$ cat config.mk
export PLATFORM = sky130hd
export DESIGN_NAME = imem_loader
export DESIGN_NICKNAME = d
export VERILOG_FILES = /design/src/rtl/imem_loader.sv
export SDC_FILE = /design/constraint.sdc
export NUM_CORES = 1
export LEC_CHECK = 0
export ABC_AREA = 0
export CAP_MARGIN = 20
export CORE_ASPECT_RATIO = 1.4
export CORE_MARGIN = 5
export CORE_UTILIZATION = 53
export DETAILED_ROUTE_END_ITERATION = 6
export GPL_TIMING_DRIVEN = 0
export PLACE_DENSITY = 0.8
export REMOVE_ABC_BUFFERS = 1
export SYNTH_ARGS = -nofsm -noshare
export SYNTH_HDL_FRONTEND = slang
export SYNTH_SLANG_ARGS = --single-unit
export TNS_END_PERCENT = 10
$ cat constraint.sdc
create_clock -name clk -period 3.56 [get_ports clk]
set_clock_uncertainty 0.05 [all_clocks]
set_input_delay 0.712 -clock clk [delete_from_list [all_inputs] [get_ports clk]]
set_output_delay 0.712 -clock clk [all_outputs]
set_load 0.03 [all_outputs]
$ cat src/rtl/imem_loader.sv
// Boot loader: streams a length-prefixed big-endian byte image into instruction memory
// and holds the processor in reset until the image has been written.
module imem_loader #(
  parameter int unsigned ADDR_W    = 10,
  parameter int unsigned BASE_ADDR = 0
) (
  input  logic              clk,
  input  logic              rst,
  input  logic              start,
  input  logic              in_valid,
  input  logic [7:0]        in_data,
  output logic              in_ready,
  output logic              mem_we,
  output logic [ADDR_W-1:0] mem_addr,
  output logic [31:0]       mem_wdata,
  output logic              cpu_rst,
  output logic              busy,
  output logic              done,
  output logic              err
);

  localparam logic [2:0] StIdle  = 3'd0;
  localparam logic [2:0] StLenHi = 3'd1;
  localparam logic [2:0] StLenLo = 3'd2;
  localparam logic [2:0] StData  = 3'd3;
  localparam logic [2:0] StWrite = 3'd4;
  localparam logic [2:0] StDone  = 3'd5;
  localparam logic [2:0] StErr   = 3'd6;

  // Words that fit between BASE_ADDR and the top of memory; wider than 16 bits on purpose.
  localparam logic [32:0]       MaxWords = (33'd1 << ADDR_W) - 33'(BASE_ADDR);
  localparam logic [ADDR_W-1:0] BaseWord = ADDR_W'(BASE_ADDR);

  logic [2:0]  state_q, state_d;
  logic [15:0] len_q, len_d;
  logic [15:0] idx_q, idx_d;
  logic [1:0]  byte_cnt_q, byte_cnt_d;
  logic [31:0] word_q, word_d;
  logic [15:0] len_new;
  logic        accept;

  assign in_ready  = (state_q == StLenHi) || (state_q == StLenLo) || (state_q == StData);
  assign busy      = in_ready || (state_q == StWrite);
  assign accept    = in_valid && in_ready;
  assign mem_we    = (state_q == StWrite);
  assign mem_addr  = BaseWord + ADDR_W'(idx_q);
  assign mem_wdata = word_q;
  assign cpu_rst   = (state_q != StDone);
  assign done      = (state_q == StDone);
  assign err       = (state_q == StErr);

  always_comb begin
    state_d    = state_q;
    len_d      = len_q;
    idx_d      = idx_q;
    byte_cnt_d = byte_cnt_q;
    word_d     = word_q;
    len_new    = {len_q[15:8], in_data};
    unique case (state_q)
      StIdle, StDone, StErr: begin
        if (start) state_d = StLenHi;
      end
      StLenHi: begin
        if (accept) begin
          len_d   = {in_data, len_q[7:0]};
          state_d = StLenLo;
        end
      end
      StLenLo: begin
        if (accept) begin
          len_d = len_new;
          if (len_new == 16'd0) begin
            state_d = StDone;
          end else if ({17'd0, len_new} > MaxWords) begin
            state_d = StErr;
          end else begin
            state_d    = StData;
            idx_d      = 16'd0;
            byte_cnt_d = 2'd0;
          end
        end
      end
      StData: begin
        if (accept) begin
          word_d     = {word_q[23:0], in_data};
          byte_cnt_d = byte_cnt_q + 2'd1;
          if (byte_cnt_q == 2'd3) state_d = StWrite;
        end
      end
      StWrite: begin
        if (idx_q + 16'd1 == len_q) begin
          state_d = StDone;
        end else begin
          idx_d      = idx_q + 16'd1;
          byte_cnt_d = 2'd0;
          state_d    = StData;
        end
      end
      default: state_d = StIdle;
    endcase
  end

  always_ff @(posedge clk) begin
    if (rst) begin
      state_q    <= StIdle;
      len_q      <= 16'd0;
      idx_q      <= 16'd0;
      byte_cnt_q <= 2'd0;
      word_q     <= 32'd0;
    end else begin
      state_q    <= state_d;
      len_q      <= len_d;
      idx_q      <= idx_d;
      byte_cnt_q <= byte_cnt_d;
      word_q     <= word_d;
    end
  end

endmodule
== After elaboration in Yosys (flattened, before gate mapping) ==
Cells that the tools add are included.

* Add/subtract/negate cells: 2
* Bitwise logic cells: 2
* Mux-type cells: 23
* Reductions and logical operators: 15
* Equality and inequality tests: 17
* $lt $le $gt $ge: 1

{| class="wikitable"
|+ Operator list
! kind !! number
|-
| 16-bit two-way mux || 5
|-
| 16-bit case mux with 2 select lines || 2
|-
| 3-bit two-way mux || 8
|-
| 16-bit by 1-bit adder with 16-bit output (second input constant) || 1
|-
| 16-bit == test || 1
|-
| 16-bit by 11-bit greater-than comparator with 1-bit output (second input constant) || 1
|-
| 16-bit logical NOT || 1
|-
| 3-bit case mux with 5 select lines || 1
|-
| 2-bit inequality test (second input constant) || 7
|-
| 2-bit two-way mux || 5
|-
| 5-bit AND reduction || 2
|-
| 3-bit == test (second input constant) || 3
|-
| 8-bit two-way mux || 1
|-
| 3-bit by 2-bit == test with 1-bit output (second input constant) || 2
|-
| 2-bit case mux with 3 select lines || 1
|-
| 3-bit AND reduction || 2
|-
| 6-bit AND reduction || 1
|-
| 3-bit by 1-bit == test with 1-bit output (second input constant) || 1
|-
| 3-bit logical NOT || 1
|-
| 1-bit logical OR || 3
|-
| 3-bit inequality test (second input constant) || 1
|-
| 3-bit nonzero test || 1
|-
| 3-bit OR reduction || 1
|-
| 2-bit by 1-bit adder with 2-bit output (second input constant) || 1
|-
| other kinds (6) || 7
|}

* Input port bits: 12
* Register bits: 69
* Logic and storage cells: 66
* Output and inout port bits: 48

== Longest topological paths before layout ==
Gate-level depths: netlist of run 1.

* Depth in word-level cells: 6
* Depth in mapped cells: 11
* Depth with buffers taken out: 9

== Least setup slack after synthesis of run 1 ==
No wires, ideal clock.

* Kind: reg-to-reg
* From: register idx_q[0]
* To: register idx_q[11]
* Library setup time: 120 ps
* Data arrival time: 2766 ps
* Clock period less this slack: 2936 ps
* Data required time: 3390 ps
* Path buffers: 1
* Cell stages (with the launch flop): 11
* Path slack: 624 ps
* Cells stage by stage: dfxtp_1 > ha_1 > nand3_4 > or4_4 > xnor2_1 > nor4b_1 > nand4_2 > o21ai_4 > buf_6 > nor2_2 > a211o_1

* Longest elaborated chain between the ends: 4
* Elaborated cells on any way between the ends: 6
* Classes of those cells: 1 x add/sub; 2 x eq/ne; 2 x mux; 1 x reduce/logical

{| class="wikitable"
|+ Ends and longest elaborated chain
! element !! RTL line !! source
|-
| from (decl) || 36 || <nowiki>logic [15:0] idx_q, idx_d;</nowiki>
|-
| from (signal assigned) || 113 || <nowiki>idx_q <= idx_d;</nowiki>
|-
| 16-bit by 1-bit adder with 16-bit output (*) || 91, 94 ||
|-
| 16-bit == test || 91 || <nowiki>if (idx_q + 16'd1 == len_q) begin</nowiki>
|-
| 2-bit inequality test (no line) || -- ||
|-
| 5-bit AND reduction (no line) || -- ||
|}

Every way passes the cells marked *; elsewhere a longest branch is shown, timed or not. The select of a mux whose other input is x is not followed.
A chain may end at the register's enable or synchronous reset.

== Final worst setup path of run 1 ==
* From: register idx_q[0]
* To: register idx_q[8]

Same word-level chain as after synthesis.

==> results of run 1 <==
metal layers:
layer / vias up / track usage
li1: 1582 / -
met5: - / 0
met3: 16 / 0.0571
met4: 0 / 0.0799
met1: 1493 / 0.236
met2: 83 / 0.348
registers in the layout, indices dropped and copies added, names as in the netlist:
| signal | flops |
|---|---|
| mem_wdata | 32 |
| byte_cnt_q | 2 |
| len_q | 16 |
| idx_q | 16 |
| state_q | 3 |
worst max-delay path by stage:
stage | slack, ps | to | start | cells past startpoint
after detailed placement | -30 | idx_q[8]$_SDFFE_PP0P_ | idx_q[0]$_SDFFE_PP0P_ | 9
after CTS | 120 | idx_q[8]$_SDFFE_PP0P_ | idx_q[0]$_SDFFE_PP0P_ | 10
after global placement | -1110 | idx_q[6]$_SDFFE_PP0P_ | rst | 5
final | 170 | idx_q[8]$_SDFFE_PP0P_ | idx_q[0]$_SDFFE_PP0P_ | 10
after global routing | 10 | idx_q[8]$_SDFFE_PP0P_ | idx_q[0]$_SDFFE_PP0P_ | 10
after floorplan | 290 | idx_q[8]$_SDFFE_PP0P_ | idx_q[0]$_SDFFE_PP0P_ | 9
cell usage in the layout (no fill, tap or decap), types with 5 or more instances in the layout:
cell | Yosys | layout
nor2_1 | 25 | 25
a21oi_1 | 44 | 44
clkbuf_8 | 0 | 9
mux2i_1 | 9 | 9
nand2_1 | 96 | 96
nor3b_1 | 7 | 7
a21o_1 | 9 | 9
dfxtp_1 | 69 | 69
nand3_1 | 18 | 18
xor2_1 | 11 | 11
o21ai_0 | 6 | 6
xnor2_1 | 12 | 12
o31ai_1 | 8 | 8
inv_1 | 5 | 5
nor3_1 | 8 | 8
clkdlybuf4s50_1 | 0 | 58
power breakdown:
part	internal, mW	leakage [nW]	total, mW	switching, mW
logic	0.232	0.934	0.545	0.312
registers	0.814	0.557	0.897	0.0828
clock network	0.327	0.100	0.644	0.317
total	1.37	1.59	2.09	0.712
Yosys cell counts, drive strengths merged, types with 4 or more instances:
library cell	number
or4	4
nor3	8
mux2i	9
a21oi	44
nor4	4
nand3	20
nor3b	7
clkbuf	18
xor2	11
a211o	6
inv	5
xnor2	13
nand4	6
dfxtp	69
a21o	9
buf	21
o31ai	8
o21ai	8
nand2	96
nor2	26
metrics by stage:
step / util / power [mW] / worst slack, ps / instances
6_report: 0.657 / 2.09 / 171 / 551
5_1_grt: 0.657 / 2.19 / 10.8 / 551
4_1_cts: 0.652 / 2.09 / 119 / 550
3_5_place_dp: 0.618 / 1.44 / -33.1 / 532
3_3_place_gp: 0.610 / 1.42 / -1110 / 528
2_1_floorplan: - / 1.26 / 295 / 395
critical path: stages (launching register included):
cell	delay, ps
dfxtp_1	540
ha_2	340
nand3_4	170
or4_4	600
xnor2_1	160
nor4b_1	340
nand4_2	300
o21ai_4	240
buf_12	160
inv_1	60
a221o_2	320
kinds of logic (layout without fill, tap and decap cells):
kind of cell | count (synthesis) | in the layout | share of synthesized area
fa+ha+maj | 2 | 2 | 0.00703
compound gates | 98 | 98 | 0.188
flops | 69 | 69 | 0.388
buf+inv | 44 | 87 | 0.0707
xor+xnor | 24 | 24 | 0.0612
mux | 9 | 9 | 0.0253
simple gates | 188 | 188 | 0.260
timing repair:
action                                  in CTS  in global routing
cloned                                       0                  0
endpoints found under the setup margin       3                  6
buffers inserted                             2                  0
pin swaps                                    1                  0
resized for setup                            0                  1
cell type report:
type	instances	share of cell area
clock inverter	7	0.0171
sequential	69	0.320
clock buffer	9	0.0287
tap	74	0.0215
timing repair buffer	66	0.160
inverter	5	0.00435
multi-input combinational	321	0.448
==> metrics, run 1 <==
result of the run finished, final reports clean; RSZ-0062 raised after global routing false; Placement Cell Area 4060 um2; Pre-antenna DRT Iters 4; clock buffer count from CTS 9; number of antenna violations at the first check in global routing 0; CTS tree built; Distinct cells, synth 62; synthesized area per cell 8.20 um2; initial DRC count 211; share of async-settable or async-resettable flops after synthesis 0; DPL Wire Length 5850 um; Congestion Overflow GR 0; clock sink count 69; Layout area overhead 21.3%; count of final hold-check violations 0; Min-Delay Endpoint mem_wdata[29]$_SDFFE_PP0P_; met2 routed WL 4270 um; worst reg2reg startpoint idx_q[0]$_SDFFE_PP0P_; # DRC 0; number of flops mapped to enable cells by yosys 0; Hold Path Stages 2; count of input and output buffers 59; Max Buffers Root-to-Sink 2; sum of negative setup slack 0 ps; VDD IR-drop max 0.319 mV; CTS Root Buffer Type clkbuf_8; sequential standard cell area 1380 um2; normalized max-slew margin 0.499; I/O pin count 60; routed wire length 8440 um; Final Max Tran Viols 0; Die Span Y 107 um; number of levels in the clock H-tree 3; top cell type by total area after synthesis dfxtp_1; Arrival @ worst endpoint 3570 ps; Top Layer Used met4; Reg clk slew, reported paths 80 ps; source of the worst hold timing path mem_wdata[29]$_SDFFE_PP0P_; synthesized instance count 434; final layout net count 486; total area of multi-input combinational cells 1930 um2; worst slew pin tran 746 ps; cell types with the largest area share after synthesis dfxtp_1 (39%), nand2_1 (10%), a21oi_1 (6.2%), xnor2_1 (3.0%), xor2_1 (2.7%); min cycle time layout 3390 ps; path depth of the worst reg2reg path 10; Placement Rows 35; Critical R2R Capture idx_q[8]$_SDFFE_PP0P_; cell area after synthesis 3560 um2; die boundary width 79.3 um; share of the yosys chip area belonging to registers 0.388; CTS Hold Bufs 0; required time of the critical path 3740 ps; CP Max Fanout 15; P_leak 1.59 nW; class of the most critical hold timing path reg -> reg; crit start category flip-flop; number of antenna-violating nets in the routed design 0; number of filler cells placed in the layout 555; routability cong. 0.901; drt wl/cell 15.3 um; vias in the first global route 3016; clock latency of the later-clocked register in the worst-skew pair 340 ps; Std-Cell Core Area 6570 um2; count of warnings emitted by yosys 0; final worst path period share 0.952; number of antenna cells inserted 0; Final Hold Slack 404 ps; Setup-failing EPs final 0; die area 8480 um2; first-pass GRT wire length 13900 um; power per cell area 483 nW/um2; post-detailed-route via-to-cell ratio 5.76; max-cap viol count 0; flip-flop cell with the highest count after synthesis dfxtp_1; f_max 295 MHz; met1 wire length 3460 um; total routing usage reported by global routing 0.203; worst reg-to-reg setup slack 170 ps; WL met3 515 um; initial core utilization 0.542; area fraction of the dominant cell type after synthesis 0.388; area of all placed cells without fillers 4320 um2; pin count of the biggest net entering global routing 52; share of cells above drive strength 1 0.0943; via total after detailed routing 3174; crit end category flip-flop; total of flip-flops plus latches after synthesis 69; critical path class reg -> reg
No activity file was read; power rests on OpenSTA's default activity.
==> run 2: changes to the inputs <==
--- a/config.mk
+++ b/config.mk
@@ -7,12 +7,14 @@
 export LEC_CHECK = 0
 export ABC_AREA = 0
 export CAP_MARGIN = 20
+export CELL_PAD_IN_SITES_DETAIL_PLACEMENT = 1
+export CELL_PAD_IN_SITES_GLOBAL_PLACEMENT = 1
 export CORE_ASPECT_RATIO = 1.4
 export CORE_MARGIN = 5
-export CORE_UTILIZATION = 53
+export CORE_UTILIZATION = 39
 export DETAILED_ROUTE_END_ITERATION = 6
 export GPL_TIMING_DRIVEN = 0
-export PLACE_DENSITY = 0.8
+export PLACE_DENSITY_LB_ADDON = 0.1
 export REMOVE_ABC_BUFFERS = 1
 export SYNTH_ARGS = -nofsm -noshare
 export SYNTH_HDL_FRONTEND = slang
==> run 2 against run 1 <==
Effect of this change:
- via count rose by 0.66%
- total power up 9.4%
- worst hold slack better by 0.63 ps
- highest routed layer unchanged
- sequential share of layout area is 0.94 points lower
- critical path depth did not move
- combinational power increased by 0.9%
==> metrics, run 2 (synthesis gave the netlist of run 1 again) <==
result of the run finished, final reports clean; Final Max Tran Viols 0 (unchanged); Sw Share 0.332 (-0.00958); clock latency of the later-clocked register in the worst-skew pair 340 ps (about the same); stage delay of the slowest cell on the critical path 600 ps (about the same); Clock Power Share 0.363 (+0.054); pin count of the biggest net entering global routing 40 (-23%); normalized max-slew margin 0.451 (-0.0477); CP max stage cell or4_4; total area of multi-input combinational cells 1940 um2 (+0.26%); crit end category flip-flop; initial DRC count 167 (-21%); pre-CTS setup slack -115 ps (-82.3 ps); Final Hold Slack 404 ps (+0.633 ps); RSZ-0062 raised after global routing false; worst slew pin tran 819 ps (+72.9 ps); Placement Rows 41 (+17%); clock buffer count from CTS 9 (unchanged); Die Span Y 123 um (+15%); number of levels in the clock H-tree 3 (unchanged); # DRC 0 (unchanged); via total after detailed routing 3195 (+0.66%); final worst path period share 0.921 (-0.0309); class of the most critical hold timing path reg -> reg; routed wire length 9800 um (+16%); f_max 305 MHz (+3.4%); Worst setup startpoint idx_q[0]$_SDFFE_PP0P_; cell total after placement 565 (+6.2%); clock sink count 69 (unchanged); vias in the first global route 3241 (+7.5%); source of the worst hold timing path mem_wdata[24]$_SDFFE_PP0P_; share of cells above drive strength 1 0.0983 (+0.00399); top library cells by usage in the layout, fill and taps aside nand2_1 (96), dfxtp_1 (68), clkdlybuf4s50_1 (58); count of final hold-check violations 0 (unchanged); Max Buffers Root-to-Sink 2 (unchanged); I/O pin count 60 (unchanged); leading cell type in the layout, fill and taps excluded nand2_1; worst reg2reg startpoint idx_q[0]$_SDFFE_PP0P_; total routing usage reported by global routing 0.180 (-0.0229); die area 11200 um2 (+32%); GR Layer Usage met3 0.0377 (-0.0194); CTS tree built; required time of the critical path 3730 ps (about the same); Reg clk slew, reported paths 60 ps (-20 ps); Std-Cell Core Area 8980 um2 (+37%); count of input and output buffers 59 (unchanged); cell type group with the largest total delay on the critical path simple AND/OR/NAND/NOR gates; sequential share of power 0.395 (-0.035); Layout area overhead 25.1%; met1 Usage GRT 0.207 (-0.0295); total buffers and inverters traversed by the critical path 2 (unchanged); number of antenna cells inserted 0 (unchanged); CP Max Fanout 12 (-3); non-filler instance count after layout 585 (+6.2%); Pre-antenna DRT Iters 4 (unchanged); Arrival @ worst endpoint 3450 ps (-120 ps); drt wl/cell 16.7 um (+9.3%); die boundary width 90.7 um (+14%); sw power 757 uW (+6.3%); P_leak 1.62 nW (+1.9%); M2 GR Usage 0.334 (-0.0146); CTS Root Buffer Type clkbuf_16; final layout net count 487 (+0.21%); busiest layer in global routing met2; initial core utilization 0.396 (-0.145); total power after layout 2.28 mW (+9.4%); crit start category flip-flop; Combinational Power Share 0.241 (-0.020); Cell Int Power 1.52 mW (+11%); min cycle time layout 3280 ps (-110 ps); max-cap viol count 0 (unchanged); VDD IR-drop max 0.333 mV (+4.6%); Setup-failing EPs final 0 (unchanged); chain of cells forming the critical path ha_2, nand3_4, or4_4, xnor2_1, nor4b_1, nand4_2, o21ai_4, buf_12, inv_1, a221o_2; setup slack of the critical path after layout 280 ps (+110 ps); number of filler cells placed in the layout 1074 (+94%); DPL Wire Length 6990 um (+20%); first-pass GRT wire length 16100 um (+16%); sequential standard cell area 1380 um2 (about the same); post-detailed-route via-to-cell ratio 5.46 (-5.2%); number of antenna-violating nets in the routed design 0 (unchanged); routability cong. 0.804 (-11%); Congestion Overflow GR 0 (unchanged); Largest register FFs 32 (unchanged); critical path class reg -> reg; power per cell area 513 nW/um2 (+6.1%); number of antenna violations at the first check in global routing 0 (unchanged)
run 2: area by class of cell:
class / count / share of cell area
inverter: 5 / 0.00422
tap: 107 / 0.0301
timing repair buffer: 67 / 0.157
clock inverter: 6 / 0.0110
multi-input combinational: 321 / 0.436
sequential: 69 / 0.311
clock buffer: 10 / 0.0514
run 2: power groups by stage:
stage | Sequential [mW] | Clock [mW] | Combinational [mW]
floorplan | 0.902 | 0 | 0.356
global placement | 0.915 | 0 | 0.521
detailed placement | 0.918 | 0 | 0.550
CTS | 0.902 | 0.852 | 0.558
global route | 0.912 | 0.890 | 0.607
finish | 0.902 | 0.829 | 0.550
run 2: per-layer routing:
metal,vias to the layer above,wire length [um]
met5,-,0
met4,0,117
met3,8,387
met2,61,5060
met1,1541,4240
li1,1585,-
run 2: what timing repair did:
item                                    4_1_cts  5_1_grt
buffers inserted                              4        0
pin swaps                                     1        0
hold buffers                                  0        0
endpoints found under the setup margin        4       12
resized for setup                             0        2
run 2: through the flow:
stage | instance area [um2] | TNS (ps) | utilization
after detailed placement | 4130 | -243 | 0.460
final | 4450 | 0 | 0.496
after global routing | 4450 | 0 | 0.496
after CTS | 4450 | 0 | 0.495
after floorplan | 3330 | 0 | -
after global placement | 4050 | -21130 | 0.451
run 2: worst paths after layout:
path,endpoint,slack (ps),depth (start not counted)
hold reg to reg,mem_wdata[24]$_SDFFE_PP0P_,400,2
setup / recovery,idx_q[8]$_SDFFE_PP0P_,280,10
hold / removal,mem_wdata[24]$_SDFFE_PP0P_,400,2
setup reg to reg,idx_q[8]$_SDFFE_PP0P_,280,10
run 2: tightest hold or removal path: stages (launching register included):
cell and delay [ps]:
dfxtp_1 310, nand2_1 50, a21oi_1 50
==> run 3: changes to the inputs <==
--- a/config.mk
+++ b/config.mk
@@ -16,6 +16,7 @@
 export GPL_TIMING_DRIVEN = 0
 export PLACE_DENSITY_LB_ADDON = 0.1
 export REMOVE_ABC_BUFFERS = 1
+export SKIP_LAST_GASP = 1
 export SYNTH_ARGS = -nofsm -noshare
 export SYNTH_HDL_FRONTEND = slang
 export SYNTH_SLANG_ARGS = --single-unit
==> results of run 3 <==
No change in the layout: final DEF, timing and power equal those of run 2.
==> RTL change (config.mk and constraints of run 2) <==
Put a register stage on the output `err`, with the module's reset. The value now appears one clock later. The other outputs are not delayed to match.
--- a/src/rtl/imem_loader.sv
+++ b/src/rtl/imem_loader.sv
@@ -47,7 +47,13 @@
   assign mem_wdata = word_q;
   assign cpu_rst   = (state_q != StDone);
   assign done      = (state_q == StDone);
-  assign err       = (state_q == StErr);
+  always_ff @(posedge clk) begin
+    if (rst) begin
+      err <= '0;
+    end else begin
+      err <= (state_q == StErr);
+    end
+  end
 
   always_comb begin
     state_d    = state_q;
Function: changed (a bounded check fails within 4 cycles, from zero or initial values and one cycle with rst high).
==> RTL change against run 2 <==
Critical path depth decreased by 6. Area after synthesis is 0.42% higher. Largest power group is now clock. Global-route usage rose by 0.46 points. Utilization shrank 0.18 points. Total power grew 10%. Clock power increased by 10%. Cell area is 0.37% lower. Fmax fell by 2.9%. Via count increased by 2.0%. Non-clock buffer count is 5 lower. Sequential power rose by 0.7%. Wire length grew 2.9%. Sequential cell count rose by 1. Setup slack worse by 0.098 ns. Highest routed layer unchanged.
==> RTL change: results (changes against run 2) <==
stage	metric	value	unit	change
run_status	status	finished clean		
worst_setup_path	crit_family	buffers and inverters		
logic_synthesis	ys_top_cells_by_area	dfxtp_1, nand2_1, a21oi_1		
worst_setup_path	slowest_delay	0.76	ns	+0.16 ns
placed_design	routabilityCongestion	0.839		+4.5%
logic_synthesis	synth_xor_area_share	5.88	%	-0.24 points
detailed_routing	drtIter0Drc	141		-16%
worst_setup_path	critPathArrivalTime	2.62	ns	-0.83 ns
pwr	p_leak	1.56	nW	-3.6%
logic_synthesis	netlist_top_cells_count	nand2_1, dfxtp_1, a21oi_1, nor2_1, clkbuf_1		
worst_setup_path	r2r-end	idx_q[15]		
detailed_routing	wl_per_cell	17.1	um	+2.2%
timing	relSlewSlack	44.3	%	-0.82 points
worst_setup_path	rr_worst_depth	8		-2
global_routing	grt_pass1_vias	3226		-0.46%
logic_synthesis	ys_types	56		-9.7%
cells_and_area	drive_above_1_share	5.60	%	-4.2 points
cells_and_area	utilization	49.4	%	-0.18 points
cells_and_area	fill_cells	1106		+3.0%
placed_design	placed_area	4130	um2	+0.12%
global_routing	grt_start_max_net_pins	50		+25%
global_routing	grt_pass1_wl	16500	um	+2.3%
worst_setup_path	rrSetupSlack	0.32	ns	+0.04 ns
worst_setup_path	crit_fanout	11		-1
logic_synthesis	yosysSeqAreaShare	39.2	%	+0.40 points
worst_setup_path	slowest_stage	clkdlybuf4s50_1		
timing	hold_ws	0.405	ns	+0.00117 ns
detailed_routing	vias	3258		+2.0%
clocking	post-cts-setup-buffer-count	0		-4
placed_design	dp_hpwl	7250	um	+3.6%
cells_and_area	nNetsFinal	491		+0.82%
[RTL change: changes by cell type after synthesis, moves of 4 or more]
cell	delta
nand4_1	+5
a21oi_1	+4
nand2_1	-5
nor3b_1	-6
o21ai_1	+5
a221o_1	+7
o31ai_1	-5
[RTL change: area by class of cell]
class,instances,share of cell area [%]
well taps,107,3.02
clock buffers,13,5.87
inverters,6,0.508
clock inverters,3,0.959
flip-flops and latches,70,31.6
multi-input cells,328,43.1
repair buffers,62,14.9
[RTL change: through the flow]
stage               TNS, ns  instances  power, mW
floorplan                 0        404       1.36
global placement     -10.05        570       1.60
detailed placement        0        573       1.63
CTS                       0        589       2.55
global route              0        589       2.65
finish                    0        589       2.52
[RTL change: report_power, final]
part           internal, mW  switching (mW)  leakage [nW]
clock                 0.580           0.334         0.146
sequential            0.827          0.0805         0.565
combinational         0.254           0.442         0.852
[RTL change: per-layer routing]
layer  global-route usage [%]  routed length (um)  vias up
li1                         -                   -     1613
met1                     21.7                4410     1571
met2                     33.2                5140       57
met3                     3.90                 339       17
met4                     6.61                 189        0
met5                        0                   0        -
[RTL change: cell families after synthesis]
group / after synthesis
compound gates: 97
xor+xnor: 24
fa+ha+maj: 2
buf+inv: 48
flops: 70
mux: 9
simple gates: 196
[RTL change: worst max-delay path by stage]
stage	to	cells past startpoint	slack, ns
floorplan	idx_q[8]	7	0.71
global placement	idx_q[0]	4	-0.84
detailed placement	idx_q[0]	6	0.16
CTS	mem_we	4	0.17
global route	mem_we	4	0.03
finish	mem_we	4	0.18
[RTL change: worst register-to-register path, delay by kind of cell (launching register included)]
| kind | cells | cell delay, ns |
|---|---|---|
| adders and majority gates | 1 | 0.34 |
| and+or+nand+nor | 5 | 1.77 |
| AOI/OAI and AO/OA | 2 | 0.48 |
| DFF | 1 | 0.49 |
